===== src/rtl/root_bit.sv =====
`default_nettype none
// ============================================================================
// Module      : root_bit
// Description : Iterative integer k-th root extractor. Finds the largest
//               ROOT_W-bit r with r^pow <= value by a bit-serial binary
//               search over the root bits, recomputing each candidate power
//               with one multiply per clock. Flags exact roots and pow==0.
// Revision    : 1.0 - initial release
// ============================================================================
module root_bit #(
  parameter int VAL_W  = 16,
  parameter int ROOT_W = 5,
  parameter int POW_W  = 3
) (
  input  logic              clk,
  input  logic              rst_n,
  input  logic              start,
  input  logic [VAL_W-1:0]  value,
  input  logic [POW_W-1:0]  pow,
  output logic [ROOT_W-1:0] root,
  output logic              exact,
  output logic              err,
  output logic              busy,
  output logic              done
);

  // Full product width: a VAL_W power times a ROOT_W candidate never loses bits.
  localparam int c_PROD_W = VAL_W + ROOT_W;
  localparam int c_BIT_W  = (ROOT_W > 1) ? $clog2(ROOT_W) : 1;
  localparam logic [c_BIT_W-1:0] c_TOP_BIT = c_BIT_W'(ROOT_W - 1);

  typedef enum logic [1:0] {
    S_IDLE = 2'd0,
    S_MUL  = 2'd1,
    S_CMP  = 2'd2,
    S_DONE = 2'd3
  } state_t;

  state_t r_state;
  state_t w_state_nxt;

  // Latched operands
  logic [VAL_W-1:0]   r_value;
  logic [POW_W-1:0]   r_pow;

  // Search state
  logic [c_BIT_W-1:0] r_bit;
  logic [ROOT_W-1:0]  r_acc;
  logic [ROOT_W-1:0]  r_cand;
  logic [VAL_W-1:0]   r_p;
  logic               r_sat;
  logic [POW_W-1:0]   r_cnt;
  logic               r_exact_acc;

  // Result registers
  logic [ROOT_W-1:0]  r_root;
  logic               r_exact;
  logic               r_err;
  logic               r_busy;
  logic               r_done;

  // Datapath helpers
  logic [c_PROD_W-1:0] w_prod;
  logic                w_ovf;
  logic                w_keep;
  logic                w_eq;
  logic [ROOT_W-1:0]   w_acc_fin;
  logic                w_exact_fin;
  logic [c_BIT_W-1:0]  w_bit_dec;
  logic [ROOT_W-1:0]  w_bit_mask;
  logic [ROOT_W-1:0]  w_cand_nxt;
  logic [ROOT_W-1:0]  w_top_mask;

  // One candidate-power multiply step; any bit above VAL_W means overflow.
  always_comb begin
    w_prod = c_PROD_W'(r_p) * c_PROD_W'(r_cand);
    w_ovf  = |w_prod[c_PROD_W-1:VAL_W];
  end

  // Comparison of the finished power against the radicand and next candidate.
  always_comb begin
    // A saturated power exceeded the value range, so it can never be kept.
    w_keep      = !r_sat && (r_p <= r_value);
    w_eq        = (r_p == r_value);
    w_acc_fin   = w_keep ? r_cand : r_acc;
    w_exact_fin = w_keep ? w_eq : r_exact_acc;
    w_bit_dec   = r_bit - c_BIT_W'(1);
    w_bit_mask  = ROOT_W'(1) << w_bit_dec;
    w_cand_nxt  = w_acc_fin | w_bit_mask;
    w_top_mask  = ROOT_W'(1) << c_TOP_BIT;
  end

  // State register.
  always_ff @(posedge clk) begin
    if (!rst_n) begin
      r_state <= S_IDLE;
    end else begin
      r_state <= w_state_nxt;
    end
  end

  // Next-state logic.
  always_comb begin
    w_state_nxt = r_state;
    case (r_state)
      S_IDLE: begin
        if (start) begin
          w_state_nxt = (pow == '0) ? S_DONE : S_MUL;
        end
      end
      S_MUL: begin
        // The multiply issued with cnt==1 is the last one for this candidate.
        if (r_cnt == POW_W'(1)) begin
          w_state_nxt = S_CMP;
        end
      end
      S_CMP: begin
        w_state_nxt = (r_bit == '0) ? S_DONE : S_MUL;
      end
      S_DONE: begin
        w_state_nxt = S_IDLE;
      end
      default: begin
        w_state_nxt = S_IDLE;
      end
    endcase
  end

  // Operand latch, search datapath and result registers.
  always_ff @(posedge clk) begin
    if (!rst_n) begin
      r_value     <= '0;
      r_pow       <= '0;
      r_bit       <= '0;
      r_acc       <= '0;
      r_cand      <= '0;
      r_p         <= '0;
      r_sat       <= 1'b0;
      r_cnt       <= '0;
      r_exact_acc <= 1'b0;
      r_root      <= '0;
      r_exact     <= 1'b0;
      r_err       <= 1'b0;
      r_busy      <= 1'b0;
      r_done      <= 1'b0;
    end else begin
      r_done <= 1'b0;
      case (r_state)
        S_IDLE: begin
          if (start) begin
            if (pow != '0) begin
              r_value     <= value;
              r_pow       <= pow;
              r_bit       <= c_TOP_BIT;
              r_acc       <= '0;
              r_cand      <= w_top_mask;
              r_p         <= VAL_W'(1);
              r_sat       <= 1'b0;
              r_cnt       <= pow;
              r_exact_acc <= 1'b0;
              r_busy      <= 1'b1;
            end else begin
              // A zeroth root is undefined: report it without searching.
              r_root  <= '0;
              r_exact <= 1'b0;
              r_err   <= 1'b1;
              r_done  <= 1'b1;
            end
          end
        end
        S_MUL: begin
          // Once saturated the power value is meaningless; the flag is sticky.
          r_p   <= w_prod[VAL_W-1:0];
          r_sat <= r_sat | w_ovf;
          r_cnt <= r_cnt - POW_W'(1);
        end
        S_CMP: begin
          if (w_keep) begin
            r_acc       <= r_cand;
            r_exact_acc <= w_eq;
          end
          if (r_bit == '0) begin
            r_root <= w_acc_fin;
            // value==0 keeps no candidate, yet 0^pow==0 is exact.
            r_exact <= w_exact_fin | (r_value == '0);
            r_err   <= 1'b0;
            r_done  <= 1'b1;
          end else begin
            r_bit  <= w_bit_dec;
            r_cand <= w_cand_nxt;
            r_p    <= VAL_W'(1);
            r_sat  <= 1'b0;
            r_cnt  <= r_pow;
          end
        end
        S_DONE: begin
          r_busy <= 1'b0;
        end
        default: begin
          r_busy <= 1'b0;
        end
      endcase
    end
  end

  assign root  = r_root;
  assign exact = r_exact;
  assign err   = r_err;
  assign busy  = r_busy;
  assign done  = r_done;

endmodule
`default_nettype wire

===== config.mk =====
export PLATFORM = sky130hd
export DESIGN_NAME = root_bit
export DESIGN_NICKNAME = d
export VERILOG_FILES = /design/src/rtl/root_bit.sv
export SDC_FILE = /design/constraint.sdc
export NUM_CORES = 1
export LEC_CHECK = 0
export ABC_AREA = 1
export CAP_MARGIN = 5
export CORE_AREA = 2 2 87 123
export CTS_CLUSTER_DIAMETER = 200
export CTS_CLUSTER_SIZE = 28
export DETAILED_ROUTE_END_ITERATION = 8
export DIE_AREA = 0 0 89 125
export PLACE_DENSITY = 0.78
export SLEW_MARGIN = 30
export SYNTH_ARGS = -nofsm -noshare
export SYNTH_HDL_FRONTEND = slang
export SYNTH_SLANG_ARGS = --single-unit

===== constraint.sdc =====
create_clock -name clk -period 8.18 [get_ports clk]
set_input_delay 1.636 -clock clk [delete_from_list [all_inputs] [get_ports clk]]
set_output_delay 1.636 -clock clk [all_outputs]
set_load 0.02 [all_outputs]

### After elaboration in Yosys (flattened, before gate mapping)

Index checks and enable logic that the tools add are counted.

* flip-flop bits (word level): 64
* bits of input ports: 22
* output and inout port bits: 9

* add/sub/neg operators: 2
* multipliers: 1
* $lt $le $gt $ge: 1
* equal/unequal tests: 11
* shifts and indexed selects: 1
* muxes and demuxes: 50
* bitwise gates (word level): 3
* reductions and logical operators: 18

Operator list (count)
* 2-to-1 mux 16 bit: 3
* case mux 16 bit (3 select lines): 1
* 2-to-1 mux 5 bit: 9
* case mux 5 bit (2 select lines): 3
* multiplier 16 x 5 -> 21 bit: 1
* 2-to-1 mux 3 bit: 6
* == test 16 bit: 1
* <= comparator 16 bit: 1
* zero test 16 bit: 1
* 2-to-1 mux 1 bit: 15
* inequality test 2 bit, second input constant: 6
* AND reduction 4 bit: 3
* case mux 1 bit (2 select lines): 5
* case mux 3 bit (3 select lines): 1
* AND reduction 3 bit: 3
* 2-to-1 mux 2 bit: 4
* case mux 2 bit (4 select lines): 1
* zero test 3 bit: 2
* case mux 3 bit (2 select lines): 1
* nonzero test 3 bit: 2
* subtractor 3 x 1 -> 3 bit, second input constant: 2
* bitwise OR 5 bit: 1
* OR reduction 5 bit: 1
* << shifter 1 x 3 -> 5 bit, first input constant: 1
* 10 further kinds: 13

### Longest topological paths before layout

Gate-level depths: netlist of run 1.

* depth in word-level cells: 6
* mapped depth: 24
* mapped depth without buffers: 22

### Least setup slack after synthesis of run 1

No wires, ideal clock.

* kind: reg2reg
* start point: register r_cand[4]
* end point: register r_sat
* arrival: 3.765 ns
* data required time: 8.058 ns
* path slack: 4.293 ns
* cell stages (with the launch flop): 20
* buffers on the path: 2
* clock period less this slack: 3.887 ns
* cell sequence: dfxtp_1 clkbuf_1 clkbuf_1 nand2_1 fa_1 fa_1 fa_1 inv_1 ha_1 or2_2 nand3_1 nand2_1 nand3_1 nand2_1 nand2_1 nand2_1 nor2_1 nand3_1 nand2_1 a21oi_1

* cells in the longest elaborated chain, start to end: 4

Ends and longest elaborated chain
* start: declaration: line 49 `logic [ROOT_W-1:0] r_cand;`
* start signal: assignment: line 156 `r_cand <= w_top_mask;`
* start signal: assignment: line 190 `r_cand <= w_cand_nxt;`
* multiplier 16 x 5 -> 21 bit: line 76 `w_prod = c_PROD_W'(r_p) * c_PROD_W'(r_cand);`
* OR reduction 5 bit: line 77 `w_ovf = |w_prod[c_PROD_W-1:VAL_W];`
* bitwise OR 1 bit: line 174 `r_sat <= r_sat | w_ovf;`
* case mux 1 bit (3 select lines): line 148 `case (r_state)`
* end signal: assignment: line 174
* end: declaration: line 51 `logic r_sat;`

No other way between the ends.
A chain may end at the register's enable or synchronous reset.

### Worst setup path in the final report of run 1

* start point: register r_cand[3]
* end point: register r_sat

The elaborated chain is that of the path after synthesis.

==> results.cfg, run 1 <==
[drt]
dr.pass1.iters = 5
viasPerCell = 5.26
antenna_left = 0
vias = 5400
drt_iter0_drc = 320
wl_per_cell_um = 14.0
drc = 0
wirelength_um = 14300

[cts]
clk_latency_ns = 0.34
cts_root_buf = clkbuf_16
cts_made_buffers = 9
cts_tree = done
post_cts_buffers = 0
clk_pin_slew_ns = 0.06
clk_path_buf_depth = 2
ctsHoldBuffers = 0
htree_levels = 3
postCtsResizedCells = 0
clock-sinks = 64

[sta]
rsz0062_at_grt = false
finalMaxSlewViolations = 0
fin_skew_ns = 0.00791
setup_viol = 0
period_needed_ns = 4.25
timing.fmax_mhz = 236
worst_pin_slew_ns = 0.775
hold_viol_final = 0
finalCritPeriodShare = 0.519
setup_tns_ns = 0
timing.slew.headroom = 0.482

[global_route]
grt_usage = 0.275
grt-ovfl-total = 0
grt_pass1_wl_um = 24200
grt_max_degree = 33
grt_pass1_vias = 5350
antenna_found_initial = 0

[power_and_ir_drop]
powerDensity_nw_per_um2 = 197
p_leak_uw = 0.00354
ir_drop_v = 0.000201

[die]
die_area_um2 = 11100
core_um2 = 10100
io-pin-count = 31
start_util = 0.581
fp.dieH_um = 125
row_count = 44
die_w_um = 89

[logic_synthesis]
yosysWarnings = 0
yosys-top-cells-count = nand2_1 (229), inv_1 (185), a21oi_1 (97)
syn_inst = 861
synth-main-ff-cell = dfxtp_1
ys_seq_area_frac = 0.218
synth.distinct_cells = 41
yosysTopAreaCell = dfxtp_1
synth_most_common_cell = nand2_1
syn_area_per_cell_um2 = 6.84
ys_async_sr_fraction = 0
synth-edff-count = 0
syn-cell-area_um2 = 5890
ys_seq_elements = 64
syn_nets = 981
synth_top_area_share = 0.218
netlist_top_cells_area = dfxtp_1 (22%), nand2_1 (15%), fa_1 (14%)

[place]
post-dp-hpwl_um = 11000
placed_cells = 1010
io_buffers = 30
globalplace.congestion = 0.914

[final_layout]
nets = 1003
area_delta_synth_final_pct = 12.7
final_layout_size_suffix_gt1_frac = 0.0495
n_antenna_cell = 0
fin_cells = 1026

[worst_setup_path]
crit_type = reg2reg
required_ns = 8.40
critPathMaxFanout = 18
crit_path_end_kind = register
critPathLaunchType = register
arrival_ns = 4.46

[job]
max-cap-violations = 0

[min_path]
hold_path_class = reg2reg

[outcome]
outcome = finished clean
## power breakdown
part | total [µW] | internal, µW | switching [µW]
Sequential | 426 | 368 | 57.8
Clock | 452 | 298 | 154
Combinational | 429 | 141 | 288
## registers in the layout (all words and copies together), names as in the netlist
| name | count |
|---|---|
| root | 5 |
| r_p | 16 |
| r_cnt | 3 |
| r_state | 2 |
| busy | 1 |
| r_pow | 3 |
| r_exact_acc | 1 |
| exact | 1 |
| err | 1 |
| r_cand | 5 |
| r_bit | 3 |
| r_value | 16 |
| r_acc | 5 |
| done | 1 |
| r_sat | 1 |
## cell type report
class | count | area [µm²]
Multi-Input combinational cell | 586 | 3810
Clock buffer | 9 | 225
Tap cell | 138 | 173
Sequential cell | 64 | 1280
Inverter | 190 | 716
Clock inverter | 7 | 119
Fill cell | 911 | 3490
Timing Repair Buffer | 32 | 315
## per-layer routing
| layer | global-route usage | up-vias | part of all wire |
|---|---|---|---|
| li1 | - | 2701 | - |
| met1 | 0.320 | 2532 | 0.41 |
| met2 | 0.491 | 122 | 0.52 |
| met3 | 0.0396 | 45 | 0.033 |
| met4 | 0.118 | 0 | 0.039 |
| met5 | 0 | - | 0 |
## layout by cell type, fill, tap and decap left out, drive strengths merged, types with 2 or more instances in the layout
cell / n
nand2: 234
inv: 191
a21oi: 100
dfxtp: 64
ha: 56
o21ai: 55
fa: 42
nor2: 40
clkdlybuf4s50: 30
nand3: 25
clkbuf: 9
or2: 6
nand4: 4
nor4: 4
a31oi: 4
bufinv: 3
nor3: 3
o21bai: 2
nand3b: 2
xnor2: 2
clkinvlp: 2
buf: 2
## worst max-delay path, cell delays in order (launching register included)
cell and delay (ns):
dfxtp_1 0.78, nand2_1 0.14, inv_1 0.11, fa_1 0.45, fa_1 0.55, inv_1 0.06, fa_1 0.55, inv_1 0.04
ha_1 0.34, nand2_1 0.13, inv_1 0.05, a21oi_1 0.22, nand2_1 0.14, nand2_1 0.10, nand2_1 0.05, nand2_1 0.06
nand2_1 0.05, nor2_1 0.10, nand3_1 0.09, nand2_1 0.06, a21oi_1 0.05
## worst paths after layout
check             slack (ns)                  to              startpoint  depth (start not counted)
setup / recovery        3.93  r_sat$_SDFFE_PN0P_  r_cand[3]$_SDFFE_PN0P_                         20
hold / removal          0.46  exact$_SDFFE_PN0P_      exact$_SDFFE_PN0P_                          2
setup reg to reg        3.93  r_sat$_SDFFE_PN0P_  r_cand[3]$_SDFFE_PN0P_                         20
hold reg to reg         0.46  exact$_SDFFE_PN0P_      exact$_SDFFE_PN0P_                          2
## stage by stage
stage	setup WS (ns)	hold WS, ns	instance area, µm²	power, µW	utilization
2_1_floorplan	4.29	0.440	5890	729	-
3_3_place_gp	4.08	0.452	6290	845	0.621
3_5_place_dp	4.00	0.457	6290	852	0.621
4_1_cts	3.97	0.466	6640	1300	0.655
5_1_grt	3.65	0.493	6640	1380	0.655
6_report	3.93	0.462	6640	1310	0.655
## cell families after synthesis
family / after synthesis / share of synthesized area
adders and majority gates: 98 / 0.262
DFF: 64 / 0.218
and+or+nand+nor: 320 / 0.231
buffers and inverters: 211 / 0.136
xor gates and xnor gates: 3 / 0.00446
AOI/OAI and AO/OA: 165 / 0.149
(Power assumes the default switching activity.)
==> inputs of run 2 (changes only) <==
Clock period 8.18 ns to 4.4 ns, I/O delays scaled along.
==> run 2 against run 1 <==
- first-iteration DRC count down 9.1%
- count of clock-buffer cells in the layout unchanged
- design area fell by 0.66%
- clock power up 61%
- wire length decreased by 3.0%
==> results.cfg, run 2 (synthesis results as in run 1) <==
[sta]
setup_tns_ns = 0
timing.slew.headroom = 0.485
hold_viol_final = 0
fin_skew_ns = 0.00380
finalCritPeriodShare = 0.896
rsz0062_at_grt = false
worst_pin_slew_ns = 0.771
hold_slack_ns = 0.466
setup_viol = 0
period_needed_ns = 3.94
finalMaxSlewViolations = 0
timing.fmax_mhz = 254

[die]
start_util = 0.581
fp.dieH_um = 125
row_count = 44
core_um2 = 10100
die_w_um = 89
die_area_um2 = 11100
io-pin-count = 31

[power_and_ir_drop]
powerDensity_nw_per_um2 = 350
ir_drop_v = 0.000345
p_leak_uw = 0.00351

[drt]
wl_per_cell_um = 13.6
drc = 0
drt_iter0_drc = 291
vias = 5341
antenna_left = 0
dr.pass1.iters = 7
wirelength_um = 13900
viasPerCell = 5.21

[cts]
clk_latency_ns = 0.34
clk_path_buf_depth = 2
clk_pin_slew_ns = 0.06
cts_made_buffers = 9
ctsHoldBuffers = 0
cts_tree = done
clock-sinks = 64
cts_root_buf = clkbuf_16
htree_levels = 3

[worst_setup_path]
critPathMaxFanout = 17
critPathBufInv = 3
crit_path_max_incr_delay_ns = 0.55
timing.reg2reg.setup_slack_ns = 0.46
critPathMostFrequentCell = nand2_1
critPathLaunchType = register
arrival_ns = 4.16
cp_top_family = adder cells
r2r_start = r_cand[4]$_SDFFE_PN0P_
crit_path_end_kind = register
rr_endpoint = r_sat$_SDFFE_PN0P_
r2r.worst_path.cells = 18
crit_chain = nand2_1 -> fa_1 -> inv_1 -> fa_1 -> inv_1 -> fa_1 -> inv_1 -> ha_1 -> a21oi_1 -> o21ai_0 -> nor2_1 -> nand2_1 -> nand2_1 -> nand2_1 -> nor2_1 -> nand3_1 -> nand2_1 -> a21oi_1
crit_slowest_cell = dfxtp_2
required_ns = 4.62
crit_type = reg2reg

[place]
globalplace.congestion = 0.895
post-dp-hpwl_um = 10900
io_buffers = 30

[min_path]
min-delay-start = exact$_SDFFE_PN0P_
hold_end = exact$_SDFFE_PN0P_
holdPathStages = 2
hold_path_class = reg2reg

[final_layout]
area_delta_synth_final_pct = 11.9
reg_top3 = r_p x16, r_value x16
fill_cells = 906
final_layout_size_suffix_gt1_frac = 0.0529
final_cell_mix = nand2_1 (229), inv_1 (185), a21oi_1 (97)
n_antenna_cell = 0
final_common_cell = nand2_1
nets = 1003

[global_route]
grt_max_degree = 33
antenna_found_initial = 0
grt_usage = 0.270
grt_pass1_vias = 5320
grt-ovfl-total = 0
grt_pass1_wl_um = 23900

[job]
max-cap-violations = 0

[outcome]
outcome = finished clean
==> run 2: per-layer routing <==
metal  track usage  vias up  part of all wire  routed length [µm]
li1              -     2711                 -                   -
met1         0.322     2491              0.42                5820
met2         0.474      108              0.52                7230
met3        0.0389       31             0.033                 456
met4         0.107        0             0.029                 405
met5             0        -                 0                   0
==> run 2: worst max-delay path by stage <==
stage / cells past startpoint / slack, ns / to / start
after floorplan: 19 / 0.51 / r_sat$_SDFFE_PN0P_ / r_cand[4]$_SDFFE_PN0P_
after global placement: 18 / 0.29 / r_sat$_SDFFE_PN0P_ / r_cand[4]$_SDFFE_PN0P_
after CTS: 18 / 0.25 / r_sat$_SDFFE_PN0P_ / r_cand[4]$_SDFFE_PN0P_
final: 18 / 0.46 / r_sat$_SDFFE_PN0P_ / r_cand[4]$_SDFFE_PN0P_
after global routing: 20 / 0.18 / r_sat$_SDFFE_PN0P_ / r_cand[3]$_SDFFE_PN0P_
after detailed placement: 18 / 0.25 / r_sat$_SDFFE_PN0P_ / r_cand[4]$_SDFFE_PN0P_
==> run 2: worst register-to-register path, stage by stage (launching register included) <==
cell	delay, ns
dfxtp_2	0.55
nand2_1	0.14
fa_1	0.55
inv_1	0.06
fa_1	0.52
inv_1	0.06
fa_1	0.52
inv_1	0.04
ha_1	0.35
a21oi_1	0.22
o21ai_0	0.18
nor2_1	0.18
nand2_1	0.07
nand2_1	0.06
nand2_1	0.05
nor2_1	0.10
nand3_1	0.08
nand2_1	0.06
a21oi_1	0.05
==> run 2: per-stage QoR <==
step / power (µW) / utilization / cell area, µm² / setup slack [ns] / instances
floorplan: 1360 / - / 5890 / 0.513 / 861
global placement: 1570 / 0.621 / 6290 / 0.290 / 1010
detailed placement: 1580 / 0.621 / 6290 / 0.255 / 1010
CTS: 2310 / 0.650 / 6590 / 0.252 / 1026
global route: 2450 / 0.651 / 6590 / 0.175 / 1026
finish: 2310 / 0.651 / 6590 / 0.459 / 1026
==> run 2: report_power, final <==
part           switching (µW)  internal (µW)  total [µW]  leakage (µW)
Combinational             525            263         788       0.00285
Clock                     289            438         728      0.000138
Sequential                107            685         792      0.000524
==> run 2: what timing repair did <==
action | 4_1_cts | 5_1_grt
buffers inserted | 0 | 0
endpoints found under the setup margin | 0 | 2
gates resized for setup | 0 | 3
==> run 2: layout make-up <==
type                    instances  area (µm²)  area share
clock inverters                 7        71.3      0.0108
multi-input cells             586        3810       0.577
inverters                     190         716       0.109
well taps                     138         173      0.0262
flip-flops and latches         64        1280       0.195
repair buffers                 32         315      0.0478
clock buffers                   9         225      0.0342
